--- config.mk ---
export PLATFORM = sky130hd
export DESIGN_NAME = tea_xtea_core_flat
export DESIGN_NICKNAME = d
export VERILOG_FILES = /design/src/rtl/tea_pkg.sv /design/src/rtl/tea_xtea_core_if.sv /design/src/rtl/tea_round.sv /design/src/rtl/tea_xtea_core.sv /design/src/flat_wrapper.sv
export SDC_FILE = /design/constraint.sdc
export NUM_CORES = 2
export LEC_CHECK = 0
export CAP_MARGIN = 15
export CORE_MARGIN = 3
export CORE_UTILIZATION = 58
export CTS_BUF_LIST = sky130_fd_sc_hd__clkbuf_4
export DETAILED_ROUTE_END_ITERATION = 10
export GPL_TIMING_DRIVEN = 0
export PLACE_DENSITY = 0.8
export SETUP_SLACK_MARGIN = 0.4
export SYNTH_ARGS = -nofsm -noshare
export SYNTH_HDL_FRONTEND = slang
export SYNTH_SLANG_ARGS = --single-unit
export TNS_END_PERCENT = 20
--- constraint.sdc ---
create_clock -name clk -period 10.2 [get_ports clk]
set_input_delay 2.04 -clock clk [delete_from_list [all_inputs] [get_ports clk]]
set_output_delay 2.04 -clock clk [all_outputs]
set_load 0.1 [all_outputs]
--- src/rtl/tea_pkg.sv ---
// rtl/tea_pkg.sv - shared constants, enums and helpers for the TEA/XTEA core
package tea_pkg;

    localparam logic [31:0] DELTA = 32'h9E37_79B9;

    typedef enum logic { MODE_ENC = 1'b0, MODE_DEC = 1'b1 } mode_e;
    typedef enum logic { ALG_TEA  = 1'b0, ALG_XTEA = 1'b1 } alg_e;

    // Reverses the byte order inside each 32-bit half independently.
    function automatic logic [63:0] bswap64(input logic [63:0] x);
        return {x[39:32], x[47:40], x[55:48], x[63:56],
                x[7:0],   x[15:8],  x[23:16], x[31:24]};
    endfunction

    function automatic int cnt_width(input int steps);
        return (steps <= 1) ? 1 : $clog2(steps);
    endfunction

endpackage

--- src/rtl/tea_xtea_core_if.sv ---
// rtl/tea_xtea_core_if.sv - block input and result streams of the TEA/XTEA core
interface tea_xtea_core_if;

    logic         in_valid;
    logic         in_ready;
    logic [63:0]  in_data;
    logic [127:0] in_key;
    logic         in_mode;
    logic         in_alg;
    logic         out_valid;
    logic         out_ready;
    logic [63:0]  out_data;

    modport master (
        output in_valid, in_data, in_key, in_mode, in_alg, out_ready,
        input  in_ready, out_valid, out_data
    );

    modport slave (
        input  in_valid, in_data, in_key, in_mode, in_alg, out_ready,
        output in_ready, out_valid, out_data
    );

endinterface

--- src/rtl/tea_round.sv ---
// rtl/tea_round.sv - one combinational Feistel cycle for TEA or XTEA, either direction
module tea_round
    import tea_pkg::*;
(
    input  logic [63:0]  v,
    input  logic [127:0] key,
    input  logic [31:0]  sum,
    input  alg_e         alg,
    input  mode_e        mode,
    output logic [63:0]  v_next,
    output logic [31:0]  sum_next
);

    logic [31:0] k [4];
    logic [31:0] v0, v1, v0_n, v1_n, s_a, s_b;

    assign k[0] = key[127:96];
    assign k[1] = key[95:64];
    assign k[2] = key[63:32];
    assign k[3] = key[31:0];
    assign v0   = v[63:32];
    assign v1   = v[31:0];
    assign v_next = {v0_n, v1_n};

    function automatic logic [31:0] tea_mix(input logic [31:0] x, s, ka, kb);
        return ((x << 4) + ka) ^ (x + s) ^ ((x >> 5) + kb);
    endfunction

    function automatic logic [31:0] xtea_mix(input logic [31:0] x);
        return ((x << 4) ^ (x >> 5)) + x;
    endfunction

    // XTEA encrypt keeps s_a in the sum register, XTEA decrypt keeps s_b.
    always_comb begin
        s_a      = sum;
        s_b      = sum;
        v0_n     = v0;
        v1_n     = v1;
        sum_next = sum;
        case ({alg, mode})
            {ALG_TEA, MODE_ENC}: begin
                v0_n     = v0 + tea_mix(v1, sum, k[0], k[1]);
                v1_n     = v1 + tea_mix(v0_n, sum, k[2], k[3]);
                sum_next = sum + DELTA;
            end
            {ALG_TEA, MODE_DEC}: begin
                v1_n     = v1 - tea_mix(v0, sum, k[2], k[3]);
                v0_n     = v0 - tea_mix(v1_n, sum, k[0], k[1]);
                sum_next = sum - DELTA;
            end
            {ALG_XTEA, MODE_ENC}: begin
                s_b      = sum + DELTA;
                v0_n     = v0 + (xtea_mix(v1) ^ (s_a + k[s_a[1:0]]));
                v1_n     = v1 + (xtea_mix(v0_n) ^ (s_b + k[s_b[12:11]]));
                sum_next = s_b;
            end
            default: begin
                s_a      = sum - DELTA;
                v1_n     = v1 - (xtea_mix(v0) ^ (s_b + k[s_b[12:11]]));
                v0_n     = v0 - (xtea_mix(v1_n) ^ (s_a + k[s_a[1:0]]));
                sum_next = s_a;
            end
        endcase
    end

endmodule

--- src/rtl/tea_xtea_core.sv ---
// rtl/tea_xtea_core.sv - iterative TEA/XTEA block engine with valid/ready streams
module tea_xtea_core
    import tea_pkg::*;
#(
    parameter int ROUNDS    = 32,
    parameter int UNROLL    = 1,
    parameter int SWAPBYTES = 1
) (
    input  logic            clk,
    input  logic            reset,
    tea_xtea_core_if.slave  bus
);

    localparam int          STEPS   = ROUNDS / UNROLL;
    localparam int          CNT_W   = cnt_width(STEPS);
    localparam logic [31:0] SUM_DEC = 32'(DELTA * 32'(ROUNDS));

    if (!(UNROLL == 1 || UNROLL == 2 || UNROLL == 4 || UNROLL == 8) ||
        ROUNDS < 1 || ROUNDS > 64 || (ROUNDS % UNROLL) != 0) begin : g_bad_cfg
        $error("tea_xtea_core: illegal ROUNDS/UNROLL combination");
    end

    localparam logic [1:0] S_IDLE = 2'd0;
    localparam logic [1:0] S_RUN  = 2'd1;
    localparam logic [1:0] S_DONE = 2'd2;

    logic [1:0]       state;
    logic [CNT_W-1:0] cnt;
    logic [63:0]      v_q;
    logic [127:0]     key_q;
    logic [31:0]      sum_q;
    mode_e            mode_q;
    alg_e             alg_q;
    logic [63:0]      data_in;

    logic [63:0] v_chain   [UNROLL+1];
    logic [31:0] sum_chain [UNROLL+1];

    assign v_chain[0]   = v_q;
    assign sum_chain[0] = sum_q;

    for (genvar u = 0; u < UNROLL; u++) begin : g_round
        tea_round u_round (
            .v        (v_chain[u]),
            .key      (key_q),
            .sum      (sum_chain[u]),
            .alg      (alg_q),
            .mode     (mode_q),
            .v_next   (v_chain[u+1]),
            .sum_next (sum_chain[u+1])
        );
    end

    assign data_in       = (SWAPBYTES != 0) ? bswap64(bus.in_data) : bus.in_data;
    assign bus.in_ready  = (state == S_IDLE) && !reset;
    assign bus.out_valid = (state == S_DONE);
    assign bus.out_data  = (SWAPBYTES != 0) ? bswap64(v_q) : v_q;

    always_ff @(posedge clk or posedge reset) begin
        if (reset) begin
            state  <= S_IDLE;
            cnt    <= '0;
            v_q    <= '0;
            key_q  <= '0;
            sum_q  <= '0;
            mode_q <= MODE_ENC;
            alg_q  <= ALG_TEA;
        end else begin
            case (state)
                S_IDLE: begin
                    if (bus.in_valid) begin
                        state  <= S_RUN;
                        cnt    <= '0;
                        v_q    <= data_in;
                        key_q  <= bus.in_key;
                        mode_q <= mode_e'(bus.in_mode);
                        alg_q  <= alg_e'(bus.in_alg);
                        if (bus.in_mode)
                            sum_q <= SUM_DEC;
                        else if (bus.in_alg)
                            sum_q <= '0;
                        else
                            sum_q <= DELTA;
                    end
                end
                S_RUN: begin
                    v_q   <= v_chain[UNROLL];
                    sum_q <= sum_chain[UNROLL];
                    if (cnt == CNT_W'(STEPS - 1))
                        state <= S_DONE;
                    else
                        cnt <= cnt + CNT_W'(1);
                end
                S_DONE: begin
                    if (bus.out_ready)
                        state <= S_IDLE;
                end
                default: state <= S_IDLE;
            endcase
        end
    end

endmodule
--- src/flat_wrapper.sv ---
// flat-port wrapper written by rule: the top's interface ports become plain ports
module tea_xtea_core_flat import tea_pkg::*;
#(
    parameter int ROUNDS    = 32,
    parameter int UNROLL    = 1,
    parameter int SWAPBYTES = 1
)
  (clk, reset, bus_in_valid, bus_in_data, bus_in_key, bus_in_mode, bus_in_alg, bus_out_ready, bus_in_ready, bus_out_valid, bus_out_data);
  tea_xtea_core_if bus_i ();
  input  logic clk;
  input  logic reset;
  input wire logic [$bits(bus_i.in_valid)-1:0] bus_in_valid;
  input wire logic [$bits(bus_i.in_data)-1:0] bus_in_data;
  input wire logic [$bits(bus_i.in_key)-1:0] bus_in_key;
  input wire logic [$bits(bus_i.in_mode)-1:0] bus_in_mode;
  input wire logic [$bits(bus_i.in_alg)-1:0] bus_in_alg;
  input wire logic [$bits(bus_i.out_ready)-1:0] bus_out_ready;
  output wire logic [$bits(bus_i.in_ready)-1:0] bus_in_ready;
  output wire logic [$bits(bus_i.out_valid)-1:0] bus_out_valid;
  output wire logic [$bits(bus_i.out_data)-1:0] bus_out_data;
  assign bus_i.in_valid = bus_in_valid;
  assign bus_i.in_data = bus_in_data;
  assign bus_i.in_key = bus_in_key;
  assign bus_i.in_mode = bus_in_mode;
  assign bus_i.in_alg = bus_in_alg;
  assign bus_i.out_ready = bus_out_ready;
  assign bus_in_ready = bus_i.in_ready;
  assign bus_out_valid = bus_i.out_valid;
  assign bus_out_data = bus_i.out_data;
  tea_xtea_core #(.ROUNDS(ROUNDS), .UNROLL(UNROLL), .SWAPBYTES(SWAPBYTES)) u_core (.clk(clk), .reset(reset), .bus(bus_i));
endmodule
==> metrics.csv <==
stage,metric,value,unit
clock_network,clock_path_buffers,3,
logic_synthesis,dominantRegCellSynth,dfrtp_1,
routing,drcViolationCount,0,
routing,wirelength,287000,um
worst_setup_path,slowest_delay,0.56,ns
status,violations,setup timing,
placement,gp_congestion,1.13,
worst_setup_path,endpoint_kind,register,
timing,hold_viol,0,
layout,design_area,64000,sq um
placement,dp_cells,8274,
worst_setup_path,critPathSlowestCell,mux4_2,
clock_network,htree_levels,3,
clock_network,clk_pin_slew,0.09,ns
global_routing,grt_use_total,0.555,
floorplanning,die_h,313,um
logic_synthesis,synth_seq_cells,233,
logic_synthesis,synth_fp_nets,7752,
routing,via_per_inst,7.22,
layout,final_layout_size_suffix_gt1_frac,0.127,
logic_synthesis,avgSynthCellArea,8.10,sq um
worst_setup_path,path_class,reg -> reg,
placement,hpwl,227000,um
layout,layout.cells.non_filler,8573,
routing,post_drt_wl_per_cell,33.5,um
clock_network,cts_made_buffers,72,
timing,fin_ws,-0.946,ns
logic_synthesis,synth-edff-count,0,
layout,seqCellArea,5900,sq um
logic_synthesis,synth.distinct_cells,90,
global_routing,grt_first_pass_wirelength,392000,um
worst_setup_path,critPathArrivalTime,11.98,ns
floorplanning,dieArea,97900,sq um
worst_setup_path,startpoint_type,register,
logic_synthesis,yosys-top-cells-area,"ha_1 18%, xnor2_1 15%, dfrtp_1 11%",
floorplanning,core_area,92500,sq um
logic_synthesis,synth_area_leader_cell,ha_1,
floorplanning,start_util,0.590,
timing,max_slew.worst_pin.slew,1.42,ns
placement,postPlaceCellArea,59200,sq um
global_routing,overflow,0,
placement,dpl_worst_slack,-3.05,ns
clock_network,clkLatencyLatePin,1.03,ns
timing,finalCritPeriodShare,1.09,
global_routing,grt_antenna_before_repair,34,
timing,slew_viol_final,0,
routing,ant_nets,0,
routing,first_pass_iters,8,
logic_synthesis,ys_warn_count,0,
timing,max_freq,0.0897,GHz
clock_network,cts_tree,built,
floorplanning,num_rows,111,
global_routing,grt_pass1_vias,59100,
worst_setup_path,path_max_fanout,10,
routing,first_iter_violations,8889,
timing,fin_crit,11.15,ns
clock_network,cts-root-buf,clkbuf_4,
status,status,"finished, violations left",
layout,multi_input_area,49600,sq um
floorplanning,die_w,313,um
clock_network,cts.sinks,233,
floorplanning,io_pins,264,
worst_setup_path,worstPathRequired,11.04,ns
global_routing,grt_max_degree,107,
logic_synthesis,ys_seq_area_frac,0.107,
placement,io_buffers,262,
layout,synthToLayoutAreaGrowth,17.1,%
logic_synthesis,async_reset_ff_frac,1.00,
hold_path,min_path_type,reg -> reg,
layout,nFillCells,7742,
logic_synthesis,synth_area,54600,sq um
logic_synthesis,synth_top_cell_area_share,0.180,
timing,fin_worst_skew,0.108,ns
layout,utilization,0.691,
timing,rsz0062_at_grt,true,
logic_synthesis,synthCells,6743,
layout,nets,8272,
timing,relSlewSlack,0.0492,
routing,vias,61900,
job,drv_cap,0,
timing,setup_viol,11,
worst_setup_path,crit_top_cell,buf_4,
-- cells by family after synthesis --
family                   count (synthesis)  synth area share
AO/OA/AOI/OAI                         2250             0.262
XOR/XNOR                              1276             0.208
adder cells (fa/ha/maj)                811             0.189
buffers and inverters                  396            0.0274
flip-flops                             233             0.107
multiplexers                           287            0.0777
AND/OR/NAND/NOR                       1490             0.128
-- final cells by class --
type | instances | area share
plain buffers | 182 | 0.0137
inverters | 214 | 0.0128
flip-flops and latches | 233 | 0.0922
well taps | 1243 | 0.0243
clock buffers | 90 | 0.0106
multi-input cells | 6114 | 0.776
diodes | 20 | 0.000783
repair buffers | 446 | 0.0674
clock inverters | 31 | 0.00245
-- sequential cells by signal (all words and copies together), names as in the netlist --
register       count
u_core.key_q     128
u_core.v_q        64
u_core.sum_q      32
u_core.state       2
u_core.cnt         5
u_core.mode_q      1
u_core.alg_q       1
-- placed cells by master, fill, tap and decap left out, types with 24 or more instances in the layout --
master           count
a211oi_1            76
a21boi_0            25
a21o_1             426
a21oi_1            616
a21oi_2             55
a31oi_1             74
and2_1              57
and3_1              39
buf_1               29
buf_4              149
clkbuf_1           121
clkbuf_4            92
clkdlybuf4s50_1    262
dfrtp_1            198
dfrtp_2             26
fa_1                24
ha_1               758
inv_1              208
mux2_2             133
mux2i_1             56
mux4_2              96
nand2_1            513
nand2b_1            92
nand3_1             95
nand4_1             50
nor2_1             336
nor2b_1             79
nor3_1              98
o211ai_1            40
o21a_1              88
o21ai_0            367
o21ai_1             43
o21bai_1            86
o22ai_1             52
or3_1               24
xnor2_1            894
xnor2_2             55
xor2_1             284
-- cells in the mapped netlist (14+ instances only) --
cell,count
mux2_2,133
a21oi_1,682
a211o_1,20
a21o_1,426
o22ai_1,53
xor2_1,298
a221o_1,14
o22a_1,20
nor4_1,14
mux4_2,96
nand2_1,514
a211oi_1,88
inv_1,213
o21bai_1,89
o21ai_0,400
nor3_1,102
ha_1,785
nor2b_1,84
buf_1,35
and4_1,16
nand4_1,50
o31ai_1,32
or2_2,18
fa_1,26
nor2_1,348
a31oi_1,82
o211ai_1,40
a2111oi_0,14
nand2b_1,92
or3_1,25
o21a_1,89
xnor2_1,964
a21boi_0,28
o21ai_1,26
clkbuf_1,137
mux2i_1,57
nand3_1,96
and2_1,58
dfrtp_1,233
and3_1,40
-- per-layer routing --
metal,share of wire,vias to the layer above,global-route usage
met5,0.0013,-,0.0148
met4,0.096,25,0.416
met1,0.33,29000,0.628
met3,0.18,1742,0.301
met2,0.39,5294,0.779
li1,-,25900,-
-- stage by stage --
stage                     setup TNS, ns  hold WS, ns
after floorplan                       0        0.454
after detailed placement         -63.33        0.490
after CTS                        -0.599        0.503
final                             -3.04        0.507
after global routing              -5.00        0.542
after global placement          -602.19        0.472
-- worst max-delay path: cells and delay by family (launching register included) --
family / cells / cell delay, ns
xor+xnor: 8 / 1.81
fa+ha+maj: 4 / 1.40
simple gates: 8 / 0.76
compound gates: 21 / 4.74
buf+inv: 8 / 1.19
flops: 1 / 0.51
mux: 1 / 0.56
-- final timing paths --
| path | from | to | slack, ns | cells after the start |
|---|---|---|---|---|
| setup reg to reg | u_core.sum_q[11] | u_core.v_q[63] | -0.95 | 50 |
| min in group asynchronous | reset | u_core.sum_q[20] | 1.76 | 2 |
| max in group asynchronous | reset | u_core.v_q[33] | 7.31 | 3 |
| hold reg to reg | u_core.cnt[4] | u_core.cnt[4] | 0.51 | 2 |
| hold / removal | u_core.cnt[4] | u_core.cnt[4] | 0.51 | 2 |
| setup / recovery | u_core.sum_q[11] | u_core.v_q[63] | -0.95 | 50 |
-- timing repair --
| item | CTS | global route |
|---|---|---|
| pin swaps | 91 | 90 |
| resized for setup | 357 | 156 |
| gates cloned | 0 | 0 |
| setup buffers | 95 | 58 |
| endpoints found under the hold margin | 0 | 0 |
| hold buffers | 0 | 0 |
| setup endpoints to repair | 48 | 31 |
Power is left out: the tool's default activity adds up to more than one toggle a clock period on the data nets, which glitch-free logic cannot reach.
